**src/rtl/exe_stage_pkg.sv**
```systemverilog
// Shared definitions for the execute stage: ALU opcodes, shift types,
// status bit positions, the EXE/MEM register layout and small datapath helpers.
package exe_stage_pkg;

   localparam logic [3:0] CMD_MOV = 4'b0001;
   localparam logic [3:0] CMD_MVN = 4'b1001;
   localparam logic [3:0] CMD_ADD = 4'b0010;
   localparam logic [3:0] CMD_ADC = 4'b0011;
   localparam logic [3:0] CMD_SUB = 4'b0100;
   localparam logic [3:0] CMD_SBC = 4'b0101;
   localparam logic [3:0] CMD_AND = 4'b0110;
   localparam logic [3:0] CMD_ORR = 4'b0111;
   localparam logic [3:0] CMD_EOR = 4'b1000;

   localparam logic [1:0] SH_LSL = 2'b00;
   localparam logic [1:0] SH_LSR = 2'b01;
   localparam logic [1:0] SH_ASR = 2'b10;
   localparam logic [1:0] SH_ROR = 2'b11;

   localparam int ST_N = 3;
   localparam int ST_Z = 2;
   localparam int ST_C = 1;
   localparam int ST_V = 0;

   localparam logic [1:0] FWD_IDEXE = 2'b00;
   localparam logic [1:0] FWD_MEM   = 2'b01;
   localparam logic [1:0] FWD_WB    = 2'b10;

   typedef struct packed {
      logic        wb_en;
      logic        mem_read;
      logic        mem_write;
      logic [31:0] alu_result;
      logic [31:0] store_val;
      logic [3:0]  dest;
   } exe_mem_t;

   // Rotate right; doubling the word makes amount 0 a plain pass-through.
   function automatic logic [31:0] ror32(input logic [31:0] v, input logic [4:0] amt);
      logic [63:0] dbl;
      dbl = {v, v} >> amt;
      return dbl[31:0];
   endfunction

   function automatic logic [31:0] fwd_mux(input logic [1:0] sel, input logic [31:0] id_val,
                                           input logic [31:0] mem_val, input logic [31:0] wb_val);
      logic [31:0] r;
      case (sel)
         FWD_MEM: r = mem_val;
         FWD_WB:  r = wb_val;
         default: r = id_val;
      endcase
      return r;
   endfunction

endpackage

```
**src/rtl/exe_stage_val2_generator.sv**
```systemverilog
// Second-operand (Val2) generator: rotated immediate, memory offset or
// shifted register value. Purely combinational.
module val2_generator
   import exe_stage_pkg::*;
(
   input  logic [31:0] reg2_i,
   input  logic [11:0] shift_operand_i,
   input  logic        immediate_i,
   input  logic        mem_access_i,
   output logic [31:0] val2_o
);

   logic [4:0] amt_s;
   logic [1:0] sh_type_s;

   assign amt_s     = shift_operand_i[11:7];
   assign sh_type_s = shift_operand_i[6:5];

   // Select the operand source and apply the requested shift or rotate.
   always_comb begin
      val2_o = 32'd0;
      if (immediate_i) begin
         val2_o = ror32({24'd0, shift_operand_i[7:0]}, {shift_operand_i[11:8], 1'b0});
      end else if (mem_access_i) begin
         val2_o = {20'd0, shift_operand_i};
      end else begin
         case (sh_type_s)
            SH_LSL:  val2_o = reg2_i << amt_s;
            SH_LSR:  val2_o = reg2_i >> amt_s;
            SH_ASR:  val2_o = $signed(reg2_i) >>> amt_s;
            SH_ROR:  val2_o = ror32(reg2_i, amt_s);
            default: val2_o = reg2_i;
         endcase
      end
   end

endmodule

```
**src/rtl/exe_stage.sv**
```systemverilog
// Execute stage: Val2, ALU, NZCV status register and the EXE/MEM register.
// Optional operand forwarding is enabled by defining FORWARDING_EN.
module exe_stage
   import exe_stage_pkg::*;
#(
   parameter int WIDTH = 32
)(
   input  logic             clk,
   input  logic             rst,
   input  logic             flush,
   input  logic             freeze,
   input  logic             writeBackEn,
   input  logic             memRead,
   input  logic             memWrite,
   input  logic             s,
   input  logic             branch,
   input  logic             immediate,
   input  logic [3:0]       executeCommand,
   input  logic [WIDTH-1:0] PC,
   input  logic [WIDTH-1:0] reg1Val,
   input  logic [WIDTH-1:0] reg2Val,
   input  logic [11:0]      shiftOperand,
   input  logic [23:0]      signedImmediate,
   input  logic [3:0]       destination,
   input  logic             C,
`ifdef FORWARDING_EN
   input  logic [1:0]       sel1,
   input  logic [1:0]       sel2,
   input  logic [WIDTH-1:0] memFwdVal,
   input  logic [WIDTH-1:0] wbFwdVal,
`endif
   output logic             branchTaken,
   output logic [WIDTH-1:0] branchAddress,
   output logic [3:0]       status,
   output logic             wbEnOut,
   output logic             memReadOut,
   output logic             memWriteOut,
   output logic [WIDTH-1:0] aluResult,
   output logic [WIDTH-1:0] storeVal,
   output logic [3:0]       destOut
);

   logic [31:0] op1_s;
   logic [31:0] op2_s;
   logic [31:0] val2_s;
   logic [31:0] b_add_s;
   logic        cin_s;
   logic [32:0] sum_s;
   logic        ovf_s;
   logic [31:0] alu_res_s;
   logic        upd_nz_s;
   logic        upd_cv_s;
   logic [3:0]  flags_s;
   logic [3:0]  status_q;
   exe_mem_t    exe_mem_d;
   exe_mem_t    exe_mem_q;

`ifdef FORWARDING_EN
   assign op1_s = fwd_mux(sel1, reg1Val, memFwdVal, wbFwdVal);
   assign op2_s = fwd_mux(sel2, reg2Val, memFwdVal, wbFwdVal);
`else
   assign op1_s = reg1Val;
   assign op2_s = reg2Val;
`endif

   val2_generator u_val2 (
      .reg2_i          (op2_s),
      .shift_operand_i (shiftOperand),
      .immediate_i     (immediate),
      .mem_access_i    (memRead | memWrite),
      .val2_o          (val2_s)
   );

   assign branchTaken   = branch;
   assign branchAddress = PC + {{6{signedImmediate[23]}}, signedImmediate, 2'b00};

   // Subtract forms add the inverted operand so carry-out reads as NOT borrow.
   always_comb begin
      b_add_s = val2_s;
      cin_s   = 1'b0;
      case (executeCommand)
         CMD_ADC: cin_s = C;
         CMD_SUB: begin b_add_s = ~val2_s; cin_s = 1'b1; end
         CMD_SBC: begin b_add_s = ~val2_s; cin_s = C;    end
         default: cin_s = 1'b0;
      endcase
   end

   assign sum_s = {1'b0, op1_s} + {1'b0, b_add_s} + {32'd0, cin_s};
   assign ovf_s = (op1_s[31] == b_add_s[31]) && (sum_s[31] != op1_s[31]);

   // ALU result and which flag groups the opcode is allowed to update.
   always_comb begin
      alu_res_s = 32'd0;
      upd_nz_s  = 1'b0;
      upd_cv_s  = 1'b0;
      case (executeCommand)
         CMD_MOV: begin alu_res_s = val2_s;          upd_nz_s = 1'b1; end
         CMD_MVN: begin alu_res_s = ~val2_s;         upd_nz_s = 1'b1; end
         CMD_ADD, CMD_ADC, CMD_SUB, CMD_SBC: begin
            alu_res_s = sum_s[31:0];
            upd_nz_s  = 1'b1;
            upd_cv_s  = 1'b1;
         end
         CMD_AND: begin alu_res_s = op1_s & val2_s;  upd_nz_s = 1'b1; end
         CMD_ORR: begin alu_res_s = op1_s | val2_s;  upd_nz_s = 1'b1; end
         CMD_EOR: begin alu_res_s = op1_s ^ val2_s;  upd_nz_s = 1'b1; end
         default: alu_res_s = 32'd0;
      endcase
   end

   // Next flag value; groups not touched by the opcode keep their stored value.
   always_comb begin
      flags_s       = status_q;
      flags_s[ST_N] = upd_nz_s ? alu_res_s[31]          : status_q[ST_N];
      flags_s[ST_Z] = upd_nz_s ? (alu_res_s == 32'd0)   : status_q[ST_Z];
      flags_s[ST_C] = upd_cv_s ? sum_s[32]              : status_q[ST_C];
      flags_s[ST_V] = upd_cv_s ? ovf_s                  : status_q[ST_V];
   end

   // Status register: loads only for flag-setting instructions that are not stalled or squashed.
   always_ff @(posedge clk or posedge rst) begin
      if (rst) begin
         status_q <= 4'd0;
      end else if (s && !freeze && !flush) begin
         status_q <= flags_s;
      end else begin
         status_q <= status_q;
      end
   end

   // Next EXE/MEM contents: freeze holds, flush inserts a bubble, else load.
   always_comb begin
      exe_mem_d = exe_mem_q;
      if (freeze) begin
         exe_mem_d = exe_mem_q;
      end else if (flush) begin
         exe_mem_d = '0;
      end else begin
         exe_mem_d.wb_en      = writeBackEn;
         exe_mem_d.mem_read   = memRead;
         exe_mem_d.mem_write  = memWrite;
         exe_mem_d.alu_result = alu_res_s;
         exe_mem_d.store_val  = op2_s;
         exe_mem_d.dest       = destination;
      end
   end

   // EXE/MEM pipeline register.
   always_ff @(posedge clk or posedge rst) begin
      if (rst) begin
         exe_mem_q <= '0;
      end else begin
         exe_mem_q <= exe_mem_d;
      end
   end

   assign status      = status_q;
   assign wbEnOut     = exe_mem_q.wb_en;
   assign memReadOut  = exe_mem_q.mem_read;
   assign memWriteOut = exe_mem_q.mem_write;
   assign aluResult   = exe_mem_q.alu_result;
   assign storeVal    = exe_mem_q.store_val;
   assign destOut     = exe_mem_q.dest;

endmodule

```
**config.mk**
```make
export PLATFORM = sky130hd
export DESIGN_NAME = exe_stage
export DESIGN_NICKNAME = d
export VERILOG_FILES = /design/src/rtl/exe_stage_pkg.sv /design/src/rtl/exe_stage_val2_generator.sv /design/src/rtl/exe_stage.sv
export SDC_FILE = /design/constraint.sdc
export NUM_CORES = 1
export LEC_CHECK = 0
export ABC_CLOCK_PERIOD_IN_PS = 5040
export CAP_MARGIN = 10
export CORE_MARGIN = 2
export CORE_UTILIZATION = 25
export CTS_CLUSTER_SIZE = 12
export DETAILED_ROUTE_END_ITERATION = 8
export GPL_ROUTABILITY_DRIVEN = 1
export PLACE_DENSITY = 0.52
export SETUP_SLACK_MARGIN = 0.02
export SLEW_MARGIN = 20
export SYNTH_ARGS = -nofsm -noshare
export SYNTH_HDL_FRONTEND = slang
export SYNTH_HIERARCHICAL = 1
export SYNTH_SLANG_ARGS = --single-unit
```
**constraint.sdc**
```tcl
create_clock -name clk -period 5.04 [get_ports clk]
set_input_delay 0.756 -clock clk [delete_from_list [all_inputs] [get_ports clk]]
set_output_delay 0.756 -clock clk [all_outputs]
set_load 0.01 [all_outputs]
```
# [Word-level counts from Yosys, hierarchy flattened]
# Index checks and enable logic that the tools add are counted.
[classes] n_addsub=3 n_mux=9 n_reduce_logical=13 bitwise=5 n_eq_ne=14 shifts=5
[ops] cell="32-bit case mux with 6 select lines" n=1
[ops] cell="32-bit case mux with 4 select lines" n=1
[ops] cell="32-bit two-way mux" n=3
[ops] cell="71-bit two-way mux" n=1
[ops] cell="64-bit by 5-bit right shift with 32-bit output" n=1
[ops] cell="40-bit by 5-bit right shift with 32-bit output" n=1
[ops] cell="32-bit by 32-bit adder with 33-bit output" n=1
[ops] cell="33-bit by 1-bit adder with 33-bit output" n=1
[ops] cell="32-bit adder" n=1
[ops] cell="32-bit AND" n=1
[ops] cell="32-bit logical NOT" n=1
[ops] cell="32-bit NOT" n=1
[ops] cell="32-bit bitwise OR" n=1
[ops] cell="32-bit by 5-bit left shift with 32-bit output" n=1
[ops] cell="32-bit by 5-bit right shift with 32-bit output" n=1
[ops] cell="32-bit by 5-bit >>> shifter with 32-bit output" n=1
[ops] cell="32-bit XOR" n=1
[ops] cell="4-bit by 3-bit == test with 1-bit output (second input constant)" n=4
[ops] cell="9-bit OR reduction" n=1
[ops] cell="4-bit by 2-bit == test with 1-bit output (second input constant)" n=2
[ops] cell="4-bit == test (second input constant)" n=2
[ops] cell="2-bit == test (second input constant)" n=2
[ops] cell="4-bit by 1-bit == test with 1-bit output (second input constant)" n=1
[ops] cell="2-bit AND reduction" n=2
[ops] cell="other kinds (11)" n=16
[totals] in_bits=151 regBits=75 elab_cells=57 output_inout_bits=108

# [Depth between registers and ports, before layout]
# Gate-level depths: netlist of run 1.
[depth] ltp_word=10 ltp_mapped=25 depth_no_buf=21

# [Modules after synthesis]
# Netlist of run 1, hierarchy kept.
[by_module_without_submodules] mod="exe_stage" seq_area_each_um2=1876.8 cells_each=1078 n_inst=1 area_each_um2=8873.5
[by_module_without_submodules] mod="val2_generator" seq_area_each_um2=0.0 cells_each=782 n_inst=1 area_each_um2=5739.3

# [Least setup slack after synthesis of run 1]
# OpenSTA, ideal clock, no wires.
[synth_timing] path_kind="input to register" from="input shiftOperand[7]" to="register status_q[2], in the netlist status[2]" setup_time_ns=0.103 required_time_ns=4.937 slack_ns=-0.265 arrival_time_ns=5.201 path_stages=24 path_cell_list="buf_6 buf_6 buf_6 buf_6 mux2i_1 o22ai_1 a21oi_1 a311oi_1 o31ai_1 inv_1 xnor2_1 fa_1 inv_1 fa_1 nand2b_1 a21oi_1 o211a_1 or4_1 a31oi_1 o211a_1 nand4_1 nor4_2 nand4_1 o41ai_2"
[synth_between] elab_chain_len=10
[synth_rtl] element="start, declared" line_no="exe_stage.sv:22" source="input logic [11:0] shiftOperand,"
[synth_rtl] element="64-bit by 5-bit right shift with 32-bit output, or another cell as far along" line_no="exe_stage_pkg.sv:41" source="dbl = {v, v} >> amt;"
[synth_rtl] element="32-bit case mux with 4 select lines (*)" line_no="exe_stage_val2_generator.sv:27" source="case (sh_type_s)"
[synth_rtl] element="32-bit two-way mux (*)" line_no="exe_stage_val2_generator.sv:24" source="end else if (mem_access_i) begin"
[synth_rtl] element="32-bit two-way mux (*)" line_no="exe_stage_val2_generator.sv:22" source="if (immediate_i) begin"
[synth_rtl] element="via val2_s[0]" line_no="exe_stage.sv:45" source="logic [31:0] val2_s;"
[synth_rtl] element="32-bit NOT" line_no="exe_stage.sv:83, exe_stage.sv:84, exe_stage.sv:99"
[synth_rtl] element="32-bit two-way mux"
[synth_rtl] element="32-bit by 32-bit adder with 33-bit output" line_no="exe_stage.sv:89" source="assign sum_s = {1'b0, op1_s} + {1'b0, b_add_s} + {32'd0, cin_s};"
[synth_rtl] element="33-bit by 1-bit adder with 33-bit output" line_no="exe_stage.sv:89"
[synth_rtl] element="32-bit case mux with 6 select lines (*)" line_no="exe_stage.sv:97" source="case (executeCommand)"
[synth_rtl] element="32-bit logical NOT (*)" line_no="exe_stage.sv:116" source="flags_s[ST_Z] = upd_nz_s ? (alu_res_s == 32'd0) : status_q[ST_Z];"
[synth_rtl] element="end signal, assigned" line_no="exe_stage.sv:126" source="status_q <= flags_s;"
[synth_rtl] element="end signal, assigned" line_no="exe_stage.sv:128" source="status_q <= status_q;"
[synth_rtl] element="end, declared" line_no="exe_stage.sv:54" source="logic [3:0] status_q;"
# Mark *: on every way through the listed nets, which the timed path passes. The rest lies on a longest branch.
# A chain may end at the register's enable or synchronous reset.

# [Worst setup path after layout of run 1]
[layout_timing] from="input shiftOperand[8]" to="register status_q[2], in the netlist status[2]"
[layout_between] elab_chain_len=10
[layout_rtl] element="64-bit by 5-bit right shift with 32-bit output, or another cell as far along" line_no="exe_stage_pkg.sv:41"
[layout_rtl] element="32-bit case mux with 4 select lines" line_no="exe_stage_val2_generator.sv:27"
[layout_rtl] element="32-bit two-way mux" line_no="exe_stage_val2_generator.sv:24"
[layout_rtl] element="32-bit two-way mux (*)" line_no="exe_stage_val2_generator.sv:22"
[layout_rtl] element="via val2_s[0]" line_no="exe_stage.sv:45"
[layout_rtl] element="32-bit NOT" line_no="exe_stage.sv:83, exe_stage.sv:84, exe_stage.sv:99"
[layout_rtl] element="32-bit two-way mux"
[layout_rtl] element="32-bit by 32-bit adder with 33-bit output" line_no="exe_stage.sv:89"
[layout_rtl] element="33-bit by 1-bit adder with 33-bit output" line_no="exe_stage.sv:89"
[layout_rtl] element="32-bit case mux with 6 select lines (*)" line_no="exe_stage.sv:97"
[layout_rtl] element="32-bit logical NOT (*)" line_no="exe_stage.sv:116"
# Marked as above.

==> impl_metrics.ini, run 1 <==
[outcome]
status = complete, but fails checks
violations = setup timing

[global_route]
gr-total-overflow = 0
grt_max_degree = 74
grt_pass1_vias = 18500
grt_usage_pct = 25.7
antenna_found_initial = 1
grt_pass1_wl_microns = 118000

[clock_network]
clock_path_buffers = 2
cts-root-buf = clkbuf_16
numCtsBuffers = 9
cts_tree = yes
clk_latency_ps = 370
cts.sinks = 75
cts.reportedPaths.clkPinSlew_ps = 70
ctsHoldBuffers = 0
cts_htree_levels = 3

[floorplan]
io_pins = 259
die-area_sq_um = 60400
fp-row-count = 88
die_w_microns = 246
initial_utilization_pct = 25.3
core_area_sq_um = 57700
die_h_microns = 246

[detailed_routing]
routedWlPerCell_microns = 23.4
antenna_left = 0
drcViolationCount = 0
drtIter0Drc = 1447
routed-via-count = 18700
viasPerCell = 5.46
drt_wl_total_microns = 80000
drt_pass1_iterations = 5

[synthesis]
ys_types = 97
synth_top_cells_by_area = dfrtp_1 (13%), ha_1 (11%), a21oi_1 (4.7%), mux2i_1 (4.5%), mux2_2 (4.4%)
yosysTopAreaCellShare_pct = 12.8
mappedNetlistArea_sq_um = 14600
synth_nets = 2138
synth_top_cell_by_area = dfrtp_1
synthCells = 1860
synth-seq-cells = 75
syn_area_per_cell_sq_um = 7.86
yosysWarnings = 6
synth_flop_cell = dfrtp_1
async_reset_ff_share_pct = 100
ys_seq_area_share_pct = 12.8
synth-edff-count = 0

[timing]
finalHoldViolCount = 0
slew_viol_final = 0
fin_skew_ps = 0
rsz0062_at_grt = true
timing.final.crit_period_ps = 5290
finalSetupViolCount = 6
whs_ps = 482
setup_ws_ps = -249
fmax_mhz = 189
max_slew_margin_pct = 43.4
min_period_over_period_pct = 105
worst_pin_slew_ps = 849

[final_layout]
antenna_cells = 0
nets = 2931
syn2layout_area_growth_pct = 65.4
nFillCells = 5886
final_common_cell = buf_4
fin_cells = 3423
layout_common_cells = buf_4 (623), clkdlybuf4s50_1 (206), nand2_1 (150), ha_1 (118), nor2_1 (117)
finish.instance_area_sq_um = 24200
drive_above_1_share_pct = 39.0

[power_and_ir_drop]
p_leak_uw = 0.0108
peakVddDrop_v = 0.000223
power.density_nw_per_um2 = 185

[worst_setup_path]
cp_data_required_time_ps = 5330
crit_type = input port to flip-flop
crit_start = shiftOperand[8]
end_kind = flip-flop
reg2reg_from = storeVal[29]
reg2reg_slack_ps = 4250
critical_path.startpoint_type = input port
arrival_ps = 5580
worst_r2r_path_depth = 1
crit_fanout = 6
reg2reg_to = storeVal[29]
endpoint = status[2]

[placement]
place.port_buffers = 252
place_area_sq_um = 21900
dp_hpwl_microns = 64500
place_inst = 3336
place_congestion = 1.01

[worst_hold_path]
holdCritStartpoint = aluResult[0]
hold_path.class = flip-flop to flip-flop

[job]
cap_violations = 0
-- worst max-delay path, cell delays in order --
cell and delay, ps:
buf_16 130, mux2_4 330, mux4_2 540, o21ai_4 170, nor2_2 70, a311oi_4 390
o31ai_4 120, inv_2 90, xnor2_2 120, fa_2 230, inv_2 40, fa_2 340
buf_6 130, xnor2_2 130, a2111oi_2 310, buf_4 180, and4_1 190, nand4_1 90
and4bb_2 360, nand4_1 210, nor4_2 200, nand4_1 200, o41ai_2 250
-- metal layers --
metal	up-vias	global-route usage (%)	wire length, microns
li1	8628	-	-
met1	9142	33.1	34300
met2	768	43.0	37200
met3	166	3.24	4630
met4	2	11.1	3900
met5	-	0	13
-- cells by family (layout without fill, tap and decap cells) --
group / after synthesis / in the layout / share of synthesized area (%)
DFF: 75 / 75 / 12.8
xor gates and xnor gates: 112 / 112 / 6.76
AOI/OAI and AO/OA: 683 / 683 / 32.6
buffers and inverters: 238 / 1035 / 7.32
and+or+nand+nor: 470 / 471 / 15.2
adders and majority gates: 127 / 127 / 11.0
muxes: 155 / 155 / 14.3
-- through the flow --
step,worst slack (ps),util (%),total power [uW],setup TNS [ps]
floorplan,-116,-,1950,-122
global placement,-1660,38.0,3360,-24650
detailed placement,-1640,38.0,3370,-24580
CTS,-364,40.4,4320,-616
global route,-313,41.9,4710,-1350
finish,-249,41.9,4470,-599
-- synthesized netlist by cell type, types with 14 or more instances --
library cell	number
a211oi_1	24
o31ai_1	15
nand2b_1	16
o22ai_1	42
inv_1	88
mux4_2	19
o21bai_1	16
a22o_1	63
nand2_1	153
mux2i_1	65
o211ai_1	21
dfrtp_1	75
xor2_1	40
ha_1	124
a21oi_1	137
a22oi_1	27
clkbuf_1	82
nor2b_1	15
mux2_2	57
a31oi_1	29
o21ai_0	112
nand3_1	36
buf_2	28
buf_1	14
a221oi_1	15
xnor2_1	71
nor2_1	130
nor3_1	30
or2_2	15
a21o_1	30
o221ai_1	19
nand4_1	16
-- area by class of cell --
type	count	area, sq um	area share (%)
multi-input cells	1548	12900	53.2
well taps	765	957	3.96
flip-flops and latches	75	1880	7.77
repair buffers	926	7810	32.3
inverters	93	352	1.46
clock inverters	7	83.8	0.347
clock buffers	9	225	0.932
-- what timing repair did --
item                       4_1_cts  5_1_grt
buffers inserted                42       26
setup endpoints to repair       34       27
pin swaps                       81       98
resized for setup              283      172
gates cloned                     4        1
-- worst min-delay path by stage --
stage,endpoint,cells after the start
2_1_floorplan,status[1],2
3_3_place_gp,aluResult[29],2
3_5_place_dp,aluResult[0],2
4_1_cts,aluResult[0],2
5_1_grt,status[2],2
6_report,aluResult[0],2
-- power breakdown --
part | leakage, uW | switching, uW | internal (uW) | total, uW
combinational | 0.00965 | 1530 | 1530 | 3060
clock | 0.000154 | 322 | 393 | 715
sequential | 0.000993 | 34.2 | 658 | 693
total | 0.0108 | 1890 | 2580 | 4470
-- registers in the layout, indices dropped and copies added, names as in the netlist --
name	cells
wbEnOut	1
destOut	4
aluResult	32
memReadOut	1
storeVal	32
memWriteOut	1
status	4
No activity file was read; power rests on OpenSTA's default activity.
==> run 2, diff against run 1 <==
--- a/config.mk
+++ b/config.mk
@@ -12,10 +12,9 @@
 export CTS_CLUSTER_SIZE = 12
 export DETAILED_ROUTE_END_ITERATION = 8
 export GPL_ROUTABILITY_DRIVEN = 1
-export PLACE_DENSITY = 0.52
+export PLACE_DENSITY = 0.51
 export SETUP_SLACK_MARGIN = 0.02
 export SLEW_MARGIN = 20
 export SYNTH_ARGS = -nofsm -noshare
 export SYNTH_HDL_FRONTEND = slang
-export SYNTH_HIERARCHICAL = 1
 export SYNTH_SLANG_ARGS = --single-unit
==> impl_metrics.ini, run 2 <==
[outcome]
status = complete, but fails checks
violations = setup timing

[global_route]
grt_pass1_vias = 21000
grt_pass1_wl_microns = 143000
antenna_found_initial = 2
grt_usage_pct = 28.8
gr-total-overflow = 0
grt_max_degree = 108

[power_and_ir_drop]
peakVddDrop_v = 0.000152
p_int_uw = 2760
power.density_nw_per_um2 = 176
clkPwrFrac_pct = 12.5
power_frac_seq_pct = 14.3
swShare_pct = 43.2
combPwrFrac_pct = 73.2
power_switching_uw = 2100
p_leak_uw = 0.0123

[timing]
whs_ps = 479
finalSetupViolCount = 12
worst_pin_slew_ps = 1070
fin_skew_ps = 0
setup_ws_ps = -574
slew_viol_final = 0
timing.final.crit_period_ps = 5610
finalHoldViolCount = 0
fmax_mhz = 178
max_slew_margin_pct = 28.4
min_period_over_period_pct = 111
rsz0062_at_grt = true
tns_ps = -2660

[synthesis]
synth_top_family_by_area = compound AO/OA/AOI/OAI gates
syn_area_per_cell_sq_um = 8.00
synth_flop_cell = dfrtp_1
async_reset_ff_share_pct = 100
synth_top_cell_by_area = dfrtp_1
synth_top_cells_by_area = dfrtp_1 (12%), ha_1 (10%), mux4_2 (9.2%), mux2i_1 (4.4%), nand2_1 (4.0%)
synth_nets = 2298
synthCells = 2013
synth-seq-cells = 75
synth_compound_area_share_pct = 27.7
yosysTopAreaCellShare_pct = 11.6
synth_xor_area_share_pct = 5.00
synthMuxAreaShare_pct = 18.6
synth-simple-area-share_pct = 18.6
synth_adder_area_share_pct = 10.5
synth.top_cells.by_count = nand2_1 (171), nor2_1 (147), ha_1 (131)
ys_types = 112
yosysWarnings = 0
yosysMostFrequentCell = nand2_1
synth-edff-count = 0
ys_seq_area_share_pct = 11.6
mappedNetlistArea_sq_um = 16100

[clock_network]
cts-root-buf = clkbuf_16
cts_tree = yes
clock_path_buffers = 2
cts.sinks = 75
numCtsBuffers = 9
cts_htree_levels = 3
ctsHoldBuffers = 0
clk_latency_ps = 340
cts.reportedPaths.clkPinSlew_ps = 70

[floorplan]
initial_utilization_pct = 25.1
die_h_microns = 258
fp-row-count = 93
io_pins = 259
core_area_sq_um = 64100
die_w_microns = 258
die-area_sq_um = 66500

[final_layout]
antenna_cells = 0
finish.instance_area_sq_um = 27600
nets = 3242
drive_above_1_share_pct = 44.1
final_common_cell = buf_4
multiInputGateArea_sq_um = 14600
final_util_pct = 43.0
seq_area_sq_um = 1880
layout_common_cells = buf_4 (772), clkdlybuf4s50_1 (194), nand2_1 (165), nor2_1 (137), ha_1 (128)
nFillCells = 6397
syn2layout_area_growth_pct = 71.3

[worst_setup_path]
cp_data_required_time_ps = 5290
crit_top_cell = buf_4
crit_chain = buf_6 > buf_4 > buf_4 > or2_1 > nand2_1 > a31oi_2 > a21boi_4 > o31a_4 > xnor2_2 > ha_1 > nand2_2 > or3_4 > o211a_1 > o21ai_4 > a21oi_2 > buf_4 > xnor2_1 > a21oi_2 > or3b_2 > nor4_4 > nand4_1 > o31ai_2
max_stage_delay_ps = 490
arrival_ps = 5870
cp_num_buf_inv = 4
slowest_stage = or3b_2
crit_type = input port to flip-flop
critical_path.startpoint_type = input port
crit_fanout = 19
end_kind = flip-flop
cp_top_family = simple AND/OR/NAND/NOR gates

[placement]
place_ws_ps = -1580
place_congestion = 0.995
place.port_buffers = 252
dp_hpwl_microns = 80700
place_area_sq_um = 24500

[job]
cap_violations = 0

[detailed_routing]
drt_wl_total_microns = 99100
viasPerCell = 5.45
drcViolationCount = 0
routed-via-count = 20800
routedWlPerCell_microns = 26.0
antenna_left = 0
drtIter0Drc = 1780
drt_pass1_iterations = 5

[worst_hold_path]
hold_path.class = flip-flop to flip-flop
==> run 2: changes by cell type after synthesis, moves of 19 or more <==
cell / previous run / this run
mux4_2: 19 / 66
nand2b_1: 16 / 59
a22o_1: 63 / 27
clkbuf_1: 82 / 107
mux2_2: 57 / 35
o22ai_1: 42 / 20
a21oi_1: 137 / 116
mux2_1: 0 / 19
==> run 2: area by class of cell <==
cell class | count | share of cell area [%]
Clock inverter | 6 | 0.150
Multi-Input combinational cell | 1661 | 52.8
Inverter | 95 | 1.31
Clock buffer | 10 | 0.830
Timing Repair Buffer | 1115 | 34.3
Tap cell | 855 | 3.88
Sequential cell | 75 | 6.80
==> run 2: power groups by stage <==
stage / clock (uW) / combinational (uW) / sequential, uW
after CTS: 624 / 3350 / 695
after global placement: 0 / 3020 / 704
after global routing: 647 / 3740 / 701
after detailed placement: 0 / 3020 / 706
final: 605 / 3560 / 694
after floorplan: 0 / 1340 / 727
==> run 2: worst paths after layout <==
path                                       start      endpoint  slack [ps]  cells after the start
worst max-delay path            shiftOperand[10]     status[2]        -570                     22
worst min-delay path                 storeVal[2]   storeVal[2]         480                      2
worst max register to register      storeVal[31]  storeVal[31]        4280                      2
worst min register to register       storeVal[2]   storeVal[2]         480                      2
max in group asynchronous                    rst   storeVal[2]        3370                      3
min in group asynchronous                    rst    destOut[2]        1040                      3
==> run 2: worst register-to-register path, stage by stage (launching register included) <==
cell and delay, ps:
dfrtp_1 430, nand2_1 90, o31ai_1 80
==> run 2: timing repair <==
action,in CTS,in global routing
gates resized for setup,379,151
gates cloned,6,0
hold endpoints to repair,0,0
pin swaps,141,82
setup endpoints to repair,43,39
setup buffers,123,32
==> run 2: through the flow <==
step,power (uW),cells
floorplan,2070,2013
global placement,3720,3652
detailed placement,3720,3652
CTS,4670,3791
global route,5090,3817
finish,4860,3817
==> run 2: routing by layer <==
layer / part of all wire (%) / global-route usage [%]
met1: 42 / 37.5
met2: 47 / 48.5
met3: 6.0 / 3.42
met4: 4.6 / 11.4
met5: 0.014 / 0
==> run 2: kinds of logic (layout without fill, tap and decap cells) <==
family,Yosys count,in the layout
AO/OA/AOI/OAI,625,625
flip-flops,75,75
adder cells (fa/ha/maj),134,134
AND/OR/NAND/NOR,610,610
multiplexers,200,200
XOR/XNOR,92,92
buffers and inverters,277,1226
